--- src/rtl/mux_result_fifo.sv ---
// Result FIFO behind the 4:1 mux: stores {sel, y} pairs and releases them on a
// valid/ready stream, flagging dropped pushes with a sticky overflow bit.
module mux_result_fifo #(
  parameter int DATA_W = 4,
  parameter int SEL_W  = 2,
  parameter int DEPTH  = 8
) (
  input  logic                       clk,
  input  logic                       rst_n,
  input  logic                       in_valid,
  input  logic [DATA_W-1:0]          in_y,
  input  logic [SEL_W-1:0]           in_sel,
  output logic                       out_valid,
  input  logic                       out_ready,
  output logic [DATA_W-1:0]          out_y,
  output logic [SEL_W-1:0]           out_sel,
  output logic [$clog2(DEPTH):0]     count,
  output logic                       full,
  output logic                       empty,
  output logic                       overflow,
  input  logic                       clr_ovf
);

  localparam int AW = $clog2(DEPTH);
  localparam int PW = AW + 1;
  localparam int EW = DATA_W + SEL_W;

  logic [EW-1:0] mem [DEPTH];
  logic [PW-1:0] rd_ptr;
  logic [PW-1:0] wr_ptr;
  logic          push;
  logic          pop;
  logic          drop;
  logic [EW-1:0] head;

  // Status comes only from the registered pointers; the extra wrap bit tells full from empty.
  assign empty     = (rd_ptr == wr_ptr);
  assign full      = (rd_ptr[AW-1:0] == wr_ptr[AW-1:0]) && (rd_ptr[AW] != wr_ptr[AW]);
  assign count     = wr_ptr - rd_ptr;
  assign out_valid = !empty;

  assign pop  = out_valid & out_ready;
  assign push = in_valid & (!full | pop);
  assign drop = in_valid & full & !pop;

  assign head    = empty ? '0 : mem[rd_ptr[AW-1:0]];
  assign out_y   = head[DATA_W-1:0];
  assign out_sel = head[EW-1:DATA_W];

  always_ff @(posedge clk or negedge rst_n) begin
    if (!rst_n) begin
      rd_ptr <= '0;
      wr_ptr <= '0;
    end else begin
      if (pop)  rd_ptr <= rd_ptr + PW'(1);
      if (push) wr_ptr <= wr_ptr + PW'(1);
    end
  end

  // Storage needs no reset: entries are only visible between rd_ptr and wr_ptr.
  always_ff @(posedge clk) begin
    if (push) mem[wr_ptr[AW-1:0]] <= {in_sel, in_y};
  end

  // A drop in the same cycle as a clear still leaves the flag set.
  always_ff @(posedge clk or negedge rst_n) begin
    if (!rst_n)       overflow <= 1'b0;
    else if (drop)    overflow <= 1'b1;
    else if (clr_ovf) overflow <= 1'b0;
  end

endmodule

--- config.mk ---
export PLATFORM = sky130hd
export DESIGN_NAME = mux_result_fifo
export DESIGN_NICKNAME = d
export VERILOG_FILES = /design/src/rtl/mux_result_fifo.sv
export SDC_FILE = /design/constraint.sdc
export NUM_CORES = 1
export LEC_CHECK = 0
export BUFFER_PORTS_ARGS = -buffer_cell sky130_fd_sc_hd__buf_2
export CAP_MARGIN = 5
export CORE_MARGIN = 2
export CORE_UTILIZATION = 37
export DETAILED_ROUTE_END_ITERATION = 12
export SLEW_MARGIN = 20
export SYNTH_ARGS = -nofsm -noshare
export SYNTH_HDL_FRONTEND = slang
export SYNTH_SLANG_ARGS = --single-unit
--- constraint.sdc ---
create_clock -name clk -period 3.2 [get_ports clk]
set_input_delay 0.48 -clock clk [delete_from_list [all_inputs] [get_ports clk]]
set_output_delay 0.48 -clock clk [all_outputs]
set_load 0.01 [all_outputs]
==> results.md, run 1 <==
* Syn Area/Cell at 15.4 µm²
* Syn_nets at 177
* Layout cells sized above 1 at 21.9%
* DRT Pass-1 Iters at 4
* Highest routed layer: met4
* Critical Path Source Type: flop
* Ys async rst share at 15.8%
* End of the worst register-to-register path: mem[0][0]
* Total track usage at 13.8%
* Initial Utilization at 38.5%
* Cell area after synthesis at 2460 µm²
* # IOs at 25
* CTS H-tree lvls at 3
* Post-cts sizing count at 0
* Synth top area share at 58.6%
* Crit-path leading delay family: simple AND/OR/NAND/NOR gates
* Cells after synthesis at 160
* Met3 routed WL at 114 µm
* Clock Latency Late Sink at 0.32 ns
* Worst r2r src: wr_ptr[0]
* DRC at 0
* CTS Buffer Depth at 2
* Seq/Total Area, Yosys at 67.8%
* Die area at 7310 µm²
* Setup violators final at 0
* WS Path Type: flop to output port
* Area of the multi-input gates at 722 µm²
* Port-buffer cells at 24
* Vias in the first global route at 1,373
* CTS tree: built
* Chip height at 85.5 µm
* Crit-path cells: inv_1 > ha_1 > nand4_1 > nand2_1 > a221oi_1 > buf_2
* Count leader, synth: edfxtp_1
* HP Class: primary input to flop
* Die width at 85.5 µm
* Core Area at 6390 µm²
* Hold Path End: overflow
* Post-CTS setup buffers at 0
* Core Rows at 29
* First-pass GRT wire length at 7370 µm
* Routability cong. at 0.770
* CP max stage delay at 0.46 ns
* Worst setup startpoint: wr_ptr[0]
* Fill cell count at 583
* R2r worst-path depth at 6
* Slew HR at 34.8%
* Least-Margin Pin Slew at 0.971 ns
* Reg clk slew, reported paths at 0.06 ns
* Detailed Place HPWL at 3100 µm
* Setup slack at placement at 0.779 ns
* Routed WL at 4590 µm
* Worst Skew at 0.00681 ns
* Total CTS buffers at 9
* Status: completed
* Synthesized flop and latch total at 57
* Starting DRC count in detailed routing at 91
* Routed Antenna Nets at 0
* Antenna violations before repair at 0
* Max_cap viols at 0
* Crit path buf inv count at 2
* Period minus WS final at 2.67 ns
* Grt ovf at 0
* Commonest cells post-synth: 48 x edfxtp_1, 24 x mux2i_1, 10 x inv_1, 10 x nand2_1, 9 x dfrtp_1
* Final period util at 83.3%
* WL per Instance at 16.8 µm
* Netlist cell types at 31
* Metal2 WL at 2180 µm
* Yosys warns at 0
* Post-synth top area cell: edfxtp_1
* Vias at 1,342
* Fin. max-slew vios at 0
* R2r setup slk at 0.80 ns
* Main synth FF type: edfxtp_1
* Critical Path AT at 2.19 ns
* Fin nets at 209
* Routed met1 length at 2240 µm
* PnR worst setup slack at 0.533 ns
* Area grow syn2layout at 15.3%
* Cell Pwr Density at 1020 nW/µm²
* Largest net degree at the start of global routing at 29
* Clock sink count at 57
* Synth top area cells: edfxtp_1 59%, mux2i_1 9.8%, dfrtp_1 9.2%
* Ant. Diodes at 0
* Leakage at 1.13 nW
* Final Instance Area at 2840 µm²
* Core Util, Final at 44.4%
* Root Driver: clkbuf_8
* Maximum VDD drop at 0.435 mV
* CP Data Required Time at 2.72 ns
* Final Hold Viols at 0
* Fmax at 375 MHz
* Setup TNS at 0 ns
* CP Capture Type: output port
* Crit path max fanout at 11
* FF/Latch Area at 1670 µm²
* RSZ-0062 raised after global routing: false
* Drt via density at 4.92
* Post-synth EDFFs at 48
* Total Power at 2.90 mW
* Post-placement cell area at 2650 µm²
* Min-delay src: clr_ovf
* Hold Crit Depth at 2
* CP max stage cell: dfrtp_1
[final cells by class]
type                            count  area share [%]
Inverter                           10            1.32
Multi-Input combinational cell     88            25.5
Timing Repair Buffer               26            4.85
Tap cell                           77            3.40
Sequential cell                    57            58.8
Clock buffer                       10            4.50
Clock inverter                      5            1.68
[cells by family (layout without fill, tap and decap cells)]
kind of cell               count (synthesis)  after routing  share of synthesized area, %
adders and majority gates                  6              6                          3.36
and+or+nand+nor                           31             31                          6.26
DFF                                       57             57                          67.8
xor gates and xnor gates                   9              9                          3.51
buffers and inverters                     15             51                          2.85
AOI/OAI and AO/OA                         16             16                          5.39
muxes                                     26             26                          10.8
[worst reg2reg max path: cells and delay by family, from the launching register on]
kind / cells / cell delay, ns
DFF: 1 / 0.46
and+or+nand+nor: 4 / 1.15
adders and majority gates: 1 / 0.32
buffers and inverters: 1 / 0.09
[sequential cells by signal, indices dropped and copies added, names as in the netlist]
signal,cells
overflow,1
rd_ptr,4
wr_ptr,4
mem,48
[metal layers]
metal	track usage [%]	vias up
met5	0	-
met1	18.9	650
met2	20.6	17
met3	3.27	7
met4	7.36	0
li1	-	668
[metrics by stage]
step	std cells	hold slack [ns]
finish	273	0.350
global route	273	0.349
CTS	273	0.336
detailed placement	257	0.350
global placement	257	0.348
floorplan	160	0.184
[power breakdown]
group          switching [mW]  internal, mW
combinational           0.711         0.531
clock                   0.248         0.347
sequential             0.0977         0.963
total                    1.06          1.84
[cell usage in the layout, fill, tap and decap left out, drive strengths merged, types with 3 or more instances in the layout]
master and instances:
clkbuf 10, xnor2 8, ha 5, a221oi 6, buf 25, nand3 3
a22oi 6, inv 10, mux2i 24, nand2 11, dfrtp 9, edfxtp 48
clkinv 4, nor2 8
[how the worst max path moves through the flow]
stage	endpoint	slack, ns	cells past startpoint
3_5_place_dp	mem[0][2]	0.78	6
3_3_place_gp	out_y[2]	0.88	6
5_1_grt	out_y[2]	0.37	6
6_report	out_y[2]	0.53	6
2_1_floorplan	mem[0][0]	0.73	8
4_1_cts	out_y[2]	0.53	6
[what timing repair did]
item / in CTS / in global routing
hold endpoints to repair: 5 / 0
endpoints found under the setup margin: 0 / 0
hold buffers: 1 / 0
No activity file was read; power rests on OpenSTA's default activity.
==> inputs of run 2 (changes only) <==
Clock period 3.2 ns to 2.6 ns, I/O delays scaled along.
==> results.md, run 2 (synthesis gave the netlist of run 1 again) <==
* Drt via density at 5.02
* First-pass GRT wire length at 7600 µm
* R2r setup slk at 0.37 ns
* Final Instance Area at 2900 µm²
* CP Capture Type: output port
* Root Driver: clkbuf_8
* Total track usage at 14.5%
* Post-placement cell area at 2730 µm²
* WL per Instance at 17.2 µm
* Routed WL at 4870 µm
* Largest net degree at the start of global routing at 29
* Die area at 7310 µm²
* Commonest non-fill, non-tap cell in the layout: edfxtp_1
* Core Util, Final at 45.4%
* End of the worst register-to-register path: mem[4][4]
* Metal2 WL at 2340 µm
* Setup TNS at 0 ns
* Core Area at 6390 µm²
* Routed met1 length at 2140 µm
* Area grow syn2layout at 17.9%
* Crit-path cells: ha_1 > buf_4 > nand4_1 > nand2_1 > a221oi_1 > buf_2
* Max_cap viols at 0
* Vias at 1,421
* Final period util at 91.3%
* Antenna violations before repair at 0
* RSZ-0062 raised after global routing: false
* Worst r2r src: rd_ptr[0]
* Least-Margin Pin Slew at 1.02 ns
* Starting DRC count in detailed routing at 88
* DRT Pass-1 Iters at 4
* CP max stage cell: dfrtp_1
* Cell Pwr Density at 1260 nW/µm²
* Grt ovf at 0
* Crit path buf inv count at 2
* Min-delay src: clr_ovf
* Clock Latency Late Sink at 0.33 ns
* Hold Crit Depth at 2
* CTS tree: built
* Core Rows at 29
* Crit-path leading delay family: flip-flops
* Fin. max-slew vios at 0
* Status: completed
* Period minus WS final at 2.37 ns
* Ant. Diodes at 0
* Highest routed layer: met4
* Total CTS buffers at 9
* CTS H-tree lvls at 3
* Max reg flops at 48
* Met3 routed WL at 266 µm
* Maximum VDD drop at 0.484 mV
* # IOs at 25
* Port-buffer cells at 24
* Detailed Place HPWL at 3320 µm
* Final Hold Viols at 0
* Chip height at 85.5 µm
* Die width at 85.5 µm
* Reg clk slew, reported paths at 0.06 ns
* Hold Path End: overflow
* Clock sink count at 57
* Setup violators final at 0
* CTS Buffer Depth at 2
* Routed Antenna Nets at 0
* Critical Path AT at 1.98 ns
* Layout cells sized above 1 at 27.2%
* Fmax at 421 MHz
* Commonest cells after routing, fill and taps aside: 48 x edfxtp_1, 24 x mux2i_1, 24 x buf_2
* Crit path max fanout at 7
* WS Path Type: flop to output port
* R2r worst-path depth at 4
* Critical Path Source Type: flop
* CP Data Required Time at 2.21 ns
* DRC at 0
* Initial Utilization at 38.5%
* CP max stage delay at 0.43 ns
* Fin nets at 219
* Worst Skew at 0.00620 ns
* Vias in the first global route at 1,473
* HP Class: primary input to flop
* Slew HR at 31.6%
* Routability cong. at 0.890
* Leakage at 1.17 nW
[run 2: worst max path at each step]
stage	cells after the start	from	end
after floorplan	8	rd_ptr[1]	mem[0][0]
after global placement	4	wr_ptr[3]	mem[4][2]
after detailed placement	4	rd_ptr[0]	mem[4][2]
after CTS	6	rd_ptr[1]	out_y[2]
after global routing	6	wr_ptr[2]	out_y[3]
final	6	wr_ptr[2]	out_y[3]
[run 2: stage by stage]
stage | hold WS [ns] | instances | total power [mW] | worst slack, ns
2_1_floorplan | 0.0944 | 160 | 2.39 | 0.129
3_3_place_gp | 0.259 | 267 | 2.99 | 0.448
3_5_place_dp | 0.260 | 267 | 3.01 | 0.365
4_1_cts | 0.236 | 283 | 3.69 | 0.165
5_1_grt | 0.262 | 283 | 3.90 | 0.0726
6_report | 0.255 | 283 | 3.64 | 0.226
[run 2: routing by layer]
| metal | vias up | track usage, % |
|---|---|---|
| met4 | 0 | 9.09 |
| met3 | 13 | 3.27 |
| met2 | 40 | 21.9 |
| li1 | 683 | - |
| met1 | 685 | 19.0 |
| met5 | - | 0 |
[run 2: power by group]
group | switching, mW | leakage (nW) | total, mW | internal [mW]
Clock | 0.337 | 0.0846 | 0.671 | 0.334
Combinational | 0.953 | 0.543 | 1.71 | 0.760
Sequential | 0.0742 | 0.544 | 1.26 | 1.19
Total | 1.36 | 1.17 | 3.64 | 2.28
[run 2: cell type report]
class                   count  area (µm²)
repair buffers             36         216
clock buffers               9         124
clock inverters             6        36.3
fillers                   593        3490
multi-input cells          88         722
inverters                  10        37.5
well taps                  77        96.3
flip-flops and latches     57        1670
[run 2: timing repair]
action / CTS / global route
hold endpoints to repair: 9 / 0
setup endpoints to repair: 0 / 1
setup buffers: 0 / 0
gates resized for setup: 0 / 1
hold buffers: 1 / 0
